[src/rtl/telem_ascii_sched.sv]
// Round-robin telemetry scheduler: grants one channel, converts its value to
// ASCII through an external converter, then streams 11 characters plus EOL.
module telem_ascii_sched #(
  parameter int          NUM_CH  = 4,
  parameter int          TIMEOUT = 64,
  parameter logic [7:0]  EOL     = 8'h0A
) (
  input  logic                   clk,
  input  logic                   rst,
  input  logic [NUM_CH-1:0]      req,
  input  logic [32*NUM_CH-1:0]   ch_data,
  output logic [NUM_CH-1:0]      gnt,
  output logic [31:0]            conv_bin,
  output logic                   conv_start,
  input  logic [87:0]            conv_ascii,
  input  logic                   conv_valid,
  input  logic                   conv_busy,
  output logic [7:0]             tx_data,
  output logic                   tx_valid,
  input  logic                   tx_ready,
  output logic                   sched_busy,
  output logic                   timeout_err
);

  localparam int PW = $clog2(NUM_CH);
  localparam int CW = $clog2(TIMEOUT + 1);

  localparam logic [2:0] IDLE  = 3'd0;
  localparam logic [2:0] GRANT = 3'd1;
  localparam logic [2:0] START = 3'd2;
  localparam logic [2:0] WAIT  = 3'd3;
  localparam logic [2:0] SEND  = 3'd4;
  localparam logic [2:0] TERM  = 3'd5;

  logic [2:0]    state;
  logic [PW-1:0] rr_ptr;
  logic [87:0]   sr;
  logic [3:0]    byte_cnt;
  logic [CW-1:0] wait_cnt;

  logic          found;
  logic [PW-1:0] sel;
  logic          res_ok;
  logic          tmo;

  // NOTE: every variable gets a default before the loop so no latch is inferred.
  always_comb begin
    int idx;
    found = 1'b0;
    sel   = '0;
    idx   = 0;
    // Walk offsets from high to low so the closest requester after rr_ptr wins.
    for (int k = NUM_CH - 1; k >= 0; k--) begin
      idx = int'(rr_ptr) + k;
      if (idx >= NUM_CH) idx = idx - NUM_CH;
      if (req[idx]) begin
        found = 1'b1;
        sel   = PW'(idx);
      end
    end
  end

  // The first WAIT cycle (wait_cnt == 0) never accepts a result: a valid still
  // high from the previous conversion must not be mistaken for the new one.
  assign res_ok = (state == WAIT) && (wait_cnt != '0) && conv_valid && !conv_busy;
  assign tmo    = (state == WAIT) && !res_ok && (wait_cnt == CW'(TIMEOUT - 1));

  assign gnt         = (state == GRANT && found) ? (NUM_CH'(1) << sel) : '0;
  assign conv_start  = (state == START);
  assign sched_busy  = (state != IDLE);
  assign tx_valid    = (state == SEND) || (state == TERM);
  assign tx_data     = (state == SEND) ? sr[87:80] : (state == TERM) ? EOL : 8'h00;
  assign timeout_err = tmo;

  // NOTE: sequential state uses non-blocking assignments only.
  always_ff @(posedge clk or posedge rst) begin
    if (rst) begin
      state    <= IDLE;
      rr_ptr   <= '0;
      conv_bin <= '0;
      sr       <= '0;
      byte_cnt <= '0;
      wait_cnt <= '0;
    end else begin
      case (state)
        IDLE: if (|req) state <= GRANT;
        GRANT: begin
          if (found) begin
            conv_bin <= ch_data[32*sel +: 32];
            rr_ptr   <= (sel == PW'(NUM_CH - 1)) ? '0 : sel + 1'b1;
            state    <= START;
          end else begin
            state <= IDLE;
          end
        end
        START: begin
          wait_cnt <= '0;
          state    <= WAIT;
        end
        WAIT: begin
          if (res_ok) begin
            sr       <= conv_ascii;
            byte_cnt <= 4'd0;
            state    <= SEND;
          end else if (tmo) begin
            // Preloading the count to 10 makes the lone '?' the last byte.
            sr       <= {8'h3F, 80'h0};
            byte_cnt <= 4'd10;
            state    <= SEND;
          end else begin
            wait_cnt <= wait_cnt + 1'b1;
          end
        end
        SEND: begin
          if (tx_ready) begin
            sr       <= {sr[79:0], 8'h00};
            byte_cnt <= byte_cnt + 1'b1;
            if (byte_cnt == 4'd10) state <= TERM;
          end
        end
        TERM:    if (tx_ready) state <= IDLE;
        default: state <= IDLE;
      endcase
    end
  end

endmodule

[config.mk]
export PLATFORM = sky130hd
export DESIGN_NAME = telem_ascii_sched
export DESIGN_NICKNAME = d
export VERILOG_FILES = /design/src/rtl/telem_ascii_sched.sv
export SDC_FILE = /design/constraint.sdc
export NUM_CORES = 1
export LEC_CHECK = 0
export CORE_MARGIN = 10
export CORE_UTILIZATION = 45
export CTS_BUF_LIST = sky130_fd_sc_hd__clkbuf_16
export CTS_CLUSTER_DIAMETER = 200
export DETAILED_ROUTE_END_ITERATION = 8
export GPL_ROUTABILITY_DRIVEN = 0
export PLACE_DENSITY = 0.81
export REMOVE_ABC_BUFFERS = 1
export SYNTH_ARGS = -nofsm -noshare
export SYNTH_HDL_FRONTEND = slang
export SYNTH_SLANG_ARGS = --single-unit
[constraint.sdc]
create_clock -name clk -period 6.47 [get_ports clk]
set_input_delay 1.294 -clock clk [delete_from_list [all_inputs] [get_ports clk]]
set_output_delay 1.294 -clock clk [all_outputs]
set_load 0.03 [all_outputs]
==> summary.txt, run 1 <==
Worst Path Arrival: 3.44 ns
Routed WL: 23300 um
Clock Tree Root: clkbuf_16
Area share of the largest cell type after synthesis: 45.7%
Total core area: 0.0161 mm2
Register area: 0.00340 mm2
Area leader, netlist: dfrtp_1
Post-Syn Area: 0.00744 mm2
Critical path capture point type: output pin
Relative slew slack: 20.5%
Setup TNS Final: 0 ns
CTS tree: built
#FFs+latches synth: 136
Leak pwr: 0.00485 uW
Htree depth: 4
Die extent in y: 149 um
Max cap viols: 0
Syn Inst Count: 682
Placed insts: 1123
Port bufs: 272
Critical path data required time: 5.18 ns
CTS clk-pin slew, worst paths: 0.06 ns
DRC: 0
Count of cell types in the netlist: 49
Pin count of the biggest net entering global routing: 91
Pwr dens: 359 mW/mm2
Grt ovf: 0
Pre-CTS WS: 1.75 ns
Setup Buffers After CTS: 0
Final Hold Fails: 0
Post-synthesis xor/xnor area fraction: 0.118%
Clock buffers created by TritonCTS: 17
Crit Path Max Fanout: 5
Fraction of registers with async set/reset: 100%
Cts repair resizes: 0
Initial antenna violation count: 5
Die area: 0.0221 mm2
Synth warn: 0
Post-synthesis compound-gate area fraction: 21.7%
Setup ws final: 1.74 ns
IO Pins: 273
Multiplexer share of the synthesized area: 15.9%
Adder-cell share of the synthesized area: 1.35%
Top_reg_cell synth: dfrtp_1
DR iter-0 viols: 351
Initial Utilization: 46.3%
Crit path kind: in -> out
Antenna viol nets, final: 0
Post-synth EDFFs: 0
Largest family of logic cells by synthesized area: compound AO/OA/AOI/OAI gates
Status: complete, no violations
DP HPWL: 17100 um
Max-slew violations: 0
Vias in the first global route: 6744
Worst-skew pair later-pin latency: 0.42 ns
Nets: 1159
Layout cells sized above 1: 5.43%
Final Setup Violations: 0
RSZ-0062 raised after global routing: false
Worst Max-Slew Pin Slew: 1.19 ns
Area taken by multi-input logic gates: 0.00368 mm2
Startpoint Class: input pin
Drt via density: 5.46
WL per Instance: 20.1 um
CTS Sinks: 136
Clk_skew: 0.0152 ns
Fin crit period: 4.73 ns
Synth area leaders: dfrtp_1, mux2_1, a22o_1
Global Route Usage Sum: 20.7%
Via count: 6328
Peak VDD IR: 0.000248 V
Synthesis-to-finish area growth: 45.1%
CTS Hold Buffers Added: 0
First-pass GRT wire length: 36400 um
Fin cells: 1160
Filler cells: 1262
DR pass1 iterations: 5
Fin crit share: 73.1%
Post-Synth Simple-Gate Area: 10.3%
Number of placement rows: 46
Max clock buf depth: 2
Die X: 149 um
FMAX: 211 MHz
Seq/Total Area, Yosys: 45.7%
Hold Path Class: reg -> reg
Syn Area/Cell: 10.9 um2
[area by class of cell]
class / count / share of cell area, %
Antenna cell: 5 / 0.116
Timing Repair Buffer: 281 / 25.9
Sequential cell: 136 / 31.5
Clock buffer: 17 / 3.94
Inverter: 11 / 0.429
Multi-Input combinational cell: 479 / 34.1
Tap cell: 216 / 2.50
Clock inverter: 15 / 1.44
[through the flow]
| stage | instance area [um2] | power [uW] | util [%] | hold WS, ns |
|---|---|---|---|---|
| after floorplan | 7110 | 2270 | - | 0.449 |
| after global placement | 10200 | 2900 | 63.5 | 0.460 |
| after detailed placement | 10200 | 2940 | 63.5 | 0.467 |
| after CTS | 10800 | 3910 | 67.1 | 0.481 |
| after global routing | 10800 | 4110 | 67.2 | 0.505 |
| final | 10800 | 3870 | 67.2 | 0.479 |
[worst paths after layout]
path | start | endpoint | slack (ns) | depth (start not counted)
min | sr[86]$_DFFE_PP0P_ | sr[86]$_DFFE_PP0P_ | 0.48 | 1
max reg2reg | wait_cnt[0]$_DFFE_PP0P_ | sr[28]$_DFFE_PP0P_ | 3.45 | 8
max | req[0] | gnt[2] | 1.74 | 8
min reg2reg | sr[86]$_DFFE_PP0P_ | sr[86]$_DFFE_PP0P_ | 0.48 | 1
min in group asynchronous | rst | sr[9]$_DFFE_PP0P_ | 1.44 | 2
max in group asynchronous | rst | wait_cnt[2]$_DFFE_PP0P_ | 3.89 | 3
[synth_stat cells (7+ instances only)]
cell type / count
a21boi_0: 33
a21oi_1: 12
a22o_1: 82
and2_1: 10
and3_1: 36
buf_2: 15
buf_6: 11
clkbuf_1: 26
dfrtp_1: 136
ha_1: 8
inv_1: 10
mux2_1: 73
mux2i_1: 35
nand2_1: 44
nand2b_1: 7
nand3_1: 7
nor2_1: 14
nor3_1: 10
o211ai_1: 32
o21ai_0: 13
o21ai_1: 23
o22ai_1: 9
[per-layer routing]
metal	vias up	routed length, um	GRT usage, %
li1	3048	-	-
met1	3053	9110	23.6
met2	201	12300	35.7
met3	26	1340	5.73
met4	0	510	8.77
met5	-	0	0
[cells in the final DEF (no fill, tap or decap), types with 2 or more instances in the layout]
cell and n:
nor2_1 13, o211ai_1 32, o21a_1 2, dfrtp_1 136, o22ai_1 9, or3_1 2
clkbuf_16 17, o21ai_0 13, o21ai_1 23, nand2_1 44, a21boi_0 33, clkinv_1 2
mux2_1 73, inv_1 10, and3_1 36, nand3_1 7, clkdlybuf4s50_1 270, nand4b_1 2
bufinv_16 2, inv_6 2, a22o_1 82, and2_1 10, mux2i_1 35, nand2b_1 7
ha_1 8, nor2_4 2, nor2b_1 2, clkinvlp_4 2, clkinv_4 5, nor3_1 10
o31ai_1 2, a21oi_1 12, diode_2 5, buf_4 10, nand4_1 2
[critical path: stages]
cell             delay [ns]
clkdlybuf4s50_1        0.55
a21oi_1                0.09
o21a_1                 0.19
o22ai_1                0.30
inv_1                  0.11
ha_1                   0.19
and2_1                 0.13
clkdlybuf4s50_1        0.59
[state kept, by name (all words and copies together), names as in the netlist]
register	flops
sr	88
byte_cnt	4
wait_cnt	7
conv_bin	32
rr_ptr	2
state	3
[where the power goes]
group / total [uW] / switching [uW] / internal (uW)
Sequential: 1320 / 184 / 1140
Combinational: 1600 / 888 / 710
Clock: 948 / 379 / 568
[kinds of logic (layout without fill, tap and decap cells)]
kind of cell    after synthesis  count (layout)
mux                         109             109
flops                       136             136
buf+inv                      67             324
compound gates              217             217
fa+ha+maj                     8               8
simple gates                144             144
other cells                   0               5
xor+xnor                      1               1
(Power assumes the default switching activity.)
==> run 2: changes to the inputs <==
--- a/config.mk
+++ b/config.mk
@@ -6,12 +6,12 @@
 export NUM_CORES = 1
 export LEC_CHECK = 0
 export CORE_MARGIN = 10
-export CORE_UTILIZATION = 45
+export CORE_UTILIZATION = 41
 export CTS_BUF_LIST = sky130_fd_sc_hd__clkbuf_16
 export CTS_CLUSTER_DIAMETER = 200
 export DETAILED_ROUTE_END_ITERATION = 8
 export GPL_ROUTABILITY_DRIVEN = 0
-export PLACE_DENSITY = 0.81
+export PLACE_DENSITY = 0.78
 export REMOVE_ABC_BUFFERS = 1
 export SYNTH_ARGS = -nofsm -noshare
 export SYNTH_HDL_FRONTEND = slang
==> constraint.sdc (replaced) <==
create_clock -name clk -period 4.1 [get_ports clk]
set_input_delay 0.82 -clock clk [delete_from_list [all_inputs] [get_ports clk]]
set_output_delay 0.82 -clock clk [all_outputs]
set_load 0.03 [all_outputs]
==> run 2 against run 1 <==
- via count rose by 0.32%
- non-clock buffer count rose by 4
- sequential cell count did not move
- sequential share of layout area fell by 0.28 points
- core utilization fell by 6.4 points
- register-to-register slack got worse by 1.9 ns
- clock-buffer cell count did not move
- die area rose by 8.4%
- critical path depth did not move
- hold slack got worse by 0.0022 ns
- first-iteration DRC count rose by 2.8%
==> summary.txt, run 2 (synthesis results as in run 1) <==
Hold worst-path end: sr[87]$_DFFE_PP0P_
Hold Path Class: reg -> reg
Worst Path Arrival: 2.98 ns
Cts repair resizes: 0
Peak VDD IR: 0.000403 V
Final Setup Violations: 0
Htree depth: 4
Clock buffers created by TritonCTS: 17
Hold Crit Start: sr[87]$_DFFE_PP0P_
First-pass GRT wire length: 36300 um
Hold Path Depth: 1
Startpoint Class: input pin
Total core area: 0.0179 mm2
Max-slew violations: 0
Max reg flops: 88
Routed WL: 23100 um
Top reg by flops: sr
Worst-skew pair later-pin latency: 0.41 ns
Initial Utilization: 41.6%
Setup ws final: 0.297 ns
Antenna viol nets, final: 0
Leak pwr: 0.00490 uW
Setup TNS Final: 0 ns
FMAX: 263 MHz
Synthesis-to-finish area growth: 46.3%
Crit Path Max Fanout: 5
Global Route Usage Sum: 18.8%
IO Pins: 273
Die X: 155 um
CTS tree: built
Critical R2R Capture: sr[68]$_DFFE_PP0P_
Reg2Reg Launch Point: wait_cnt[0]$_DFFE_PP0P_
Final Hold Fails: 0
Worst Max-Slew Pin Slew: 1.03 ns
Final Power: 6250 uW
Most common cell after layout, fill and taps aside: clkdlybuf4s50_1
Worst reg2reg setup slack: 1.57 ns
CTS clk-pin slew, worst paths: 0.06 ns
Drt via density: 5.41
Max cap viols: 0
Setup Buffers After CTS: 0
CTS Sinks: 136
Fin crit period: 3.80 ns
Pwr dens: 574 mW/mm2
Grt ovf: 0
Die area: 0.0239 mm2
DRC: 0
Die extent in y: 155 um
Top flop regs: sr x88, conv_bin x32, wait_cnt x7
Pin count of the biggest net entering global routing: 115
Critical path capture point type: output pin
Layout cells sized above 1: 6.05%
Commonest cells after routing, fill and taps aside: clkdlybuf4s50_1, dfrtp_1, a22o_1
Post-route cell area: 0.0109 mm2
DP HPWL: 16800 um
Vias in the first global route: 6619
WHS: 0.476 ns
Port bufs: 272
DR pass1 iterations: 4
Via count: 6348
Max clock buf depth: 2
DR iter-0 viols: 361
Number of placement rows: 49
Critical path data required time: 3.28 ns
Relative slew slack: 31.6%
Nets: 1163
Clock Tree Root: clkbuf_16
Reg2reg path depth: 8
Pre-CTS WS: 0.317 ns
Placement Cell Area: 0.0103 mm2
Initial antenna violation count: 2
RSZ-0062 raised after global routing: false
CTS Hold Buffers Added: 0
Clk_skew: 0.0108 ns
Fin crit share: 92.8%
WL per Instance: 19.7 um
Status: complete, no violations
Crit path kind: in -> out
run 2: layout make-up:
type                    count  area (um2)
clock inverters            14         199
flip-flops and latches    136        3400
repair buffers            285        2840
well taps                 229         287
fillers                  1502        7020
clock buffers              17         425
multi-input cells         479        3680
inverters                  11        46.3
diodes                      2        5.00
run 2: worst max-delay path by stage:
stage | startpoint | endpoint | depth (start not counted)
finish | req[0] | gnt[2] | 8
global route | req[0] | gnt[2] | 8
CTS | req[0] | gnt[2] | 8
detailed placement | req[0] | gnt[2] | 8
global placement | req[0] | gnt[2] | 8
floorplan | rst | byte_cnt[0]$_DFFE_PP0P_ | 1
run 2: routing by layer:
layer | up-vias | wire length [um] | track usage [%] | part of all wire, %
li1 | 3059 | - | - | -
met1 | 3087 | 9440 | 21.7 | 41
met2 | 171 | 11900 | 32.2 | 51
met3 | 31 | 1250 | 5.21 | 5.4
met4 | 0 | 523 | 7.56 | 2.3
met5 | - | 0 | 0 | 0
run 2: power by group:
group          switching, uW  internal, uW
Combinational           1410          1130
Clock                    600          1020
Sequential               293          1800
Total                   2300          3950
run 2: critical path, stage by stage:
cell and delay (ns):
clkdlybuf4s50_1 0.55, a21oi_1 0.10, o21a_1 0.19, o22ai_1 0.31, inv_1 0.11, ha_1 0.18
and2_1 0.13, clkdlybuf4s50_1 0.59
run 2: through the flow:
step           instances  utilization [%]
2_1_floorplan        626                -
3_3_place_gp        1140             57.3
3_5_place_dp        1140             57.3
4_1_cts             1171             60.8
5_1_grt             1173             60.8
6_report            1173             60.8
